==> src/rtl/regfile_pkg.sv <==
// regfile_pkg: shared FSM state, default sizes and write priority for regfile_mp
package regfile_pkg;
    typedef enum logic {RF_CLEAR, RF_RUN} rf_state_e;
    localparam int RF_DATA_W = 32;
    localparam int RF_DEPTH = 32;
    localparam int RF_WR_PRIO_PORT = 1;
endpackage

==> src/rtl/regfile_rd_port.sv <==
// regfile_rd_port: one combinational read port; REGFILE_MP_BYPASS_EN adds write forwarding
module regfile_rd_port
    import regfile_pkg::*;
#(
    parameter int DATA_W = RF_DATA_W,
    parameter int DEPTH = RF_DEPTH,
    parameter int ADDR_W = $clog2(DEPTH),
    parameter int ZERO_REG = 1
) (
    input  logic                    run_i,
    input  logic [ADDR_W-1:0]       raddr_i,
    input  logic [DEPTH*DATA_W-1:0] mem_i,
`ifdef REGFILE_MP_BYPASS_EN
    input  logic                    we0_i,
    input  logic [ADDR_W-1:0]       waddr0_i,
    input  logic [DATA_W-1:0]       wdata0_i,
    input  logic                    we1_i,
    input  logic [ADDR_W-1:0]       waddr1_i,
    input  logic [DATA_W-1:0]       wdata1_i,
`endif
    output logic [DATA_W-1:0]       rdata_o
);
    logic [DATA_W-1:0] stored;
    logic zero_hit;
    assign stored = mem_i[int'(raddr_i)*DATA_W +: DATA_W];
    assign zero_hit = (ZERO_REG != 0) && (raddr_i == '0);
`ifdef REGFILE_MP_BYPASS_EN
    // port 1 is checked first so it wins when both ports hit this address
    assign rdata_o = (!run_i || zero_hit) ? '0 :
                     (we1_i && waddr1_i == raddr_i) ? wdata1_i :
                     (we0_i && waddr0_i == raddr_i) ? wdata0_i : stored;
`else
    assign rdata_o = (!run_i || zero_hit) ? '0 : stored;
`endif
endmodule

==> src/rtl/regfile_mp.sv <==
// regfile_mp: multi-port register file with hardware clear; REGFILE_MP_BYPASS_EN enables write-to-read bypass
module regfile_mp
    import regfile_pkg::*;
#(
    parameter int DATA_W = RF_DATA_W,
    parameter int DEPTH = RF_DEPTH,
    parameter int ADDR_W = $clog2(DEPTH),
    parameter int NUM_RD = 2,
    parameter int ZERO_REG = 1
) (
    input  logic                     clk,
    input  logic                     rst,
    output logic                     init_done,
    input  logic                     we0,
    input  logic [ADDR_W-1:0]        waddr0,
    input  logic [DATA_W-1:0]        wdata0,
    input  logic                     we1,
    input  logic [ADDR_W-1:0]        waddr1,
    input  logic [DATA_W-1:0]        wdata1,
    input  logic [NUM_RD*ADDR_W-1:0] raddr,
    output logic [NUM_RD*DATA_W-1:0] rdata
);
    rf_state_e state_q;
    logic [ADDR_W-1:0] clr_ptr_q, clr_ptr_d;
    logic [DATA_W-1:0] mem_q [DEPTH];
    logic [DEPTH*DATA_W-1:0] mem_flat;
    logic run, wr0_ok, wr1_ok;
    assign run = (state_q == RF_RUN);
    assign init_done = run;
    assign clr_ptr_d = clr_ptr_q + 1'b1;
    assign wr0_ok = we0 && !(ZERO_REG != 0 && waddr0 == '0);
    assign wr1_ok = we1 && !(ZERO_REG != 0 && waddr1 == '0);
    // port 1 is assigned last so it overrides port 0 on an address collision
    always_ff @(posedge clk) begin
        if (rst) begin
            state_q <= RF_CLEAR;
            clr_ptr_q <= '0;
        end else if (state_q == RF_CLEAR) begin
            mem_q[clr_ptr_q] <= '0;
            clr_ptr_q <= clr_ptr_d;
            if (clr_ptr_q == ADDR_W'(DEPTH-1)) state_q <= RF_RUN;
        end else begin
            if (wr0_ok) mem_q[waddr0] <= wdata0;
            if (wr1_ok) mem_q[waddr1] <= wdata1;
        end
    end
    for (genvar i = 0; i < DEPTH; i++) begin : g_flat
        assign mem_flat[i*DATA_W +: DATA_W] = mem_q[i];
    end
    for (genvar k = 0; k < NUM_RD; k++) begin : g_rd
        regfile_rd_port #(
            .DATA_W(DATA_W), .DEPTH(DEPTH), .ADDR_W(ADDR_W), .ZERO_REG(ZERO_REG)
        ) u_rd (
            .run_i(run),
            .raddr_i(raddr[k*ADDR_W +: ADDR_W]),
            .mem_i(mem_flat),
`ifdef REGFILE_MP_BYPASS_EN
            .we0_i(wr0_ok),
            .waddr0_i(waddr0),
            .wdata0_i(wdata0),
            .we1_i(wr1_ok),
            .waddr1_i(waddr1),
            .wdata1_i(wdata1),
`endif
            .rdata_o(rdata[k*DATA_W +: DATA_W])
        );
    end
endmodule

==> config.mk <==
export PLATFORM = sky130hd
export DESIGN_NAME = regfile_mp
export DESIGN_NICKNAME = d
export VERILOG_FILES = /design/src/rtl/regfile_pkg.sv /design/src/rtl/regfile_rd_port.sv /design/src/rtl/regfile_mp.sv
export SDC_FILE = /design/constraint.sdc
export NUM_CORES = 2
export LEC_CHECK = 0
export CAP_MARGIN = 5
export CORE_MARGIN = 2
export CORE_UTILIZATION = 33
export CTS_CLUSTER_DIAMETER = 120
export CTS_CLUSTER_SIZE = 14
export DETAILED_ROUTE_END_ITERATION = 6
export HOLD_SLACK_MARGIN = 0.05
export SETUP_SLACK_MARGIN = 0.5
export SLEW_MARGIN = 20
export SYNTH_ARGS = -nofsm -noshare
export SYNTH_HDL_FRONTEND = slang
export SYNTH_HIERARCHICAL = 1
export SYNTH_SLANG_ARGS = --single-unit
export TNS_END_PERCENT = 30
==> constraint.sdc <==
create_clock -name clk -period 8.4 [get_ports clk]
set_clock_uncertainty 0.05 [all_clocks]
set_input_delay 2.1 -clock clk [delete_from_list [all_inputs] [get_ports clk]]
set_output_delay 2.1 -clock clk [all_outputs]
set_load 0.05 [all_outputs]
==> impl_summary.md <==
Run status
The flow ran to the end, and the final reports show no timing, DRC or antenna violations.

Floorplanning
The floorplan step set the die height to 431 um. The initial standard-cell utilization of the core is 33.2%. The floorplan step defined a die boundary enclosing 0.186 mm^2. The floorplan has 156 rows.

In this run the count of I/O pins placed on the die edge is between 150 and 200. The area inside the core boundary is 0.181 mm^2. The horizontal extent of the die is 431 um.

STA
The fmax is 132 MHz. The measured slew at the worst slew-check pin is 1.22 ns. After layout, the worst setup slack is 0.846 ns. The number of pins with negative max-slew slack in the final report was 0. In this run the tightest slew margin relative to its limit is 18.2%. For the finished layout, the period the worst path requires is 7.55 ns.

Setup violations remaining at the end of the flow were counted as 0. The post-route setup TNS is 0 ns. Setup repair after global routing left no endpoint under its margin. Of the available clock period, the critical path in the final layout requires 89.9%. The final count of hold timing violations came to 0.

Global routing
The initial antenna violation count was 17. Entering global routing, the biggest net connects 91 pins. The first global-routing pass estimated 340 mm of wire. The via count of the first global-routing pass is 45000. The aggregate global routing overflow is 0.

The overall routing resource usage is between 20% and 30%.

Pwr
IR analysis of the VDD net gives a maximum drop of between 100 and 150 uV. The reported leakage power is 20.6 nW. The power per cell area is 156 mW/mm^2.

Synthesis
The synthesized area divided by synthesized cell count is ~11 um^2. The number of enable flip-flop cells after synthesis is just over 1000. The number of warnings printed during yosys synthesis is 6. The largest total area in the synthesized netlist belongs to edfxtp_1. The most common cell in the synthesized netlist is nand2_1. The most common flop cell mapped by yosys is edfxtp_1. The commonest cells after synthesis are nand2_1, edfxtp_1, o21ai_0, mux2i_1, clkbuf_1. The synthesized netlist cell count is 5322. The unique cell type count in the Yosys netlist is 60.

In this run the cell area of the synthesized design comes to between 0.06 and 0.07 mm^2. The fraction of registers with async set or reset after synthesis is 0%. The synthesized net count is about 5400. Summing the sequential cell areas from Yosys gives around half of the chip area.

Synthesis inferred 1030 register bits. After synthesis, the cell types taking the most area are edfxtp_1, mux2i_1, o21ai_0. In this run the biggest area consumer among cell types represents 51.1% of the synthesized area.

Flow run
The tool flagged a number of max-cap violations equal to 0.

Setup path
The number of cells on the worst reg-to-reg path is 7. The endpoint arrival time on the critical path is 5.40 ns. The critical path data required time is 6.25 ns. The worst register-to-register path ends at mem_q[20][12].

STA classifies the critical path endpoint as a primary output. The launch instance of the worst register-to-register path is init_done. The critical setup path kind is in2out. The setup check on the worst reg-to-reg path leaves a slack of 3.89 ns. In this run the worst path has a maximum fanout of 22.

STA classifies the critical path startpoint as an input pin.

Detailed routing
The number of DRC violations after detailed routing is 0. Once detail routing completed, the nets flagged for antenna violations numbered 0. The routed wire length per instance is 32.8 um.

The DRC violation total after the first TritonRoute iteration is 7777. The number of iterations in the first detailed-routing pass is 6. Across all layers, the routed design uses approximately 47000 vias.

The average via count per standard cell is 6.30. Wires add up to 245 mm.

Placement
The worst slack at placement is 0.880 ns. The number of I/O port buffers is 152. The routability congestion estimate is 0.878. The total half-perimeter wirelength after legalization and detailed placement is 135 mm.

Clocking
Counting the buffers created by CTS gives 83. CTS saw 1030 sinks. The count of buffers added by post-CTS timing repair for setup is 0. The clock root buffer master is clkbuf_16. Hold repair after CTS inserted 0 buffers. The clock tree buffer depth is 3.

The quantity of gates resized following cts is 0. The TritonCTS clock tree is done. The clock input transition at the sequential cells of the worst setup and hold paths is approximately 0.060 ns. The number of levels in the clock H-tree is 3. The clock reaches the later pin of the worst-skew pair after 0.73 ns.

Final layout
The number of nets in the layout is 5166. The signed area change from the synthesized netlist to the final layout is 9.27%. Registers take 0.0309 mm^2. Of the cells placed in the final design, the portion with a size suffix greater than 1 is 13.1%. Counting the fill cells in the layout gives approximately 17000. The area taken by multi-input logic gates is 0.0266 mm^2.

Min path
The class of the tightest hold or removal check is reg2reg. The launch point of the worst hold path is clr_ptr_q[0]. The worst hold path was traced through 2 stages. The path with the worst hold slack has its endpoint at clr_ptr_q[0].
==> layout make-up <==
class,instances,area share [%]
well taps,2370,4.51
diodes,11,0.0419
multi-input cells,3593,40.5
repair buffers,323,4.38
flip-flops and latches,1030,47.0
clock buffers,86,3.24
inverters,45,0.257
clock inverters,6,0.101
==> stage by stage <==
step	area, um^2	std cells	util [%]	total power [mW]	hold slack [ns]
after CTS	65800	7453	36.4	10.2	0.530
after floorplan	60200	5322	-	6.30	0.478
after global placement	63600	7358	35.1	6.64	0.509
after global routing	65700	7462	36.3	10.4	0.563
after detailed placement	63600	7361	35.2	6.64	0.520
final	65700	7464	36.3	10.3	0.524
==> sequential cells by signal (all words and copies together), names as in the netlist <==
signal / count
clr_ptr_q: 5
init_done: 1
mem_q: 1024
==> critical path, cell delays in order <==
cell	delay (ns)
buf_2	0.62
inv_2	0.62
buf_4	0.42
o221ai_1	0.11
a21oi_1	0.07
a211oi_1	0.48
clkdlybuf4s50_1	0.91
==> cell usage in the layout, fill, tap and decap left out, drive strengths merged, types with 13 or more instances in the layout <==
| cell type | n |
|---|---|
| mux4 | 256 |
| nor3 | 25 |
| nand2 | 1160 |
| clkbuf | 86 |
| nor2 | 14 |
| nor4 | 13 |
| o21bai | 22 |
| o21ai | 997 |
| mux2 | 64 |
| inv | 48 |
| buf | 237 |
| mux2i | 514 |
| nand4 | 64 |
| a22oi | 65 |
| a21oi | 70 |
| edfxtp | 1024 |
| a221oi | 64 |
| o221ai | 128 |
| a211oi | 65 |
| clkdlybuf4s50 | 86 |
==> power by group <==
group / internal [mW] / switching (mW) / leakage, nW
Clock: 1.80 / 1.91 / 1.08
Sequential: 5.60 / 0.0173 / 8.48
Combinational: 0.322 / 0.613 / 11.0
Total: 7.72 / 2.54 / 20.6
==> cells by family (layout without fill, tap and decap cells) <==
family	Yosys count	count (layout)	synth area share, %
compound gates	1432	1432	14.1
simple gates	1323	1323	9.04
flops	1030	1030	51.3
mux	834	834	19.9
buf+inv	699	460	5.52
fa+ha+maj	2	2	0.0416
xor+xnor	2	2	0.0291
other cells	0	11	0
==> worst max path at each step <==
| stage | startpoint | cells past startpoint | slack (ns) | to |
|---|---|---|---|---|
| final | raddr[4] | 7 | 0.85 | rdata[28] |
| after global routing | raddr[7] | 6 | 0.92 | rdata[32] |
| after CTS | raddr[4] | 7 | 0.89 | rdata[28] |
| after detailed placement | raddr[4] | 7 | 0.88 | rdata[28] |
| after global placement | raddr[4] | 7 | 0.81 | rdata[28] |
| after floorplan | rst | 4 | 1.60 | mem_q[1][0] |
==> per-layer routing <==
layer / part of all wire, % / GRT usage, % / wire length (um) / up-vias
met2: 45 / 40.5 / 111000 / 3660
met1: 35 / 31.9 / 85000 / 23000
met5: 0.022 / 0 / 55 / -
li1: - / - / - / 19600
met3: 13 / 5.34 / 30700 / 836
met4: 7.3 / 16.6 / 17900 / 8
(Power assumes the default switching activity.)
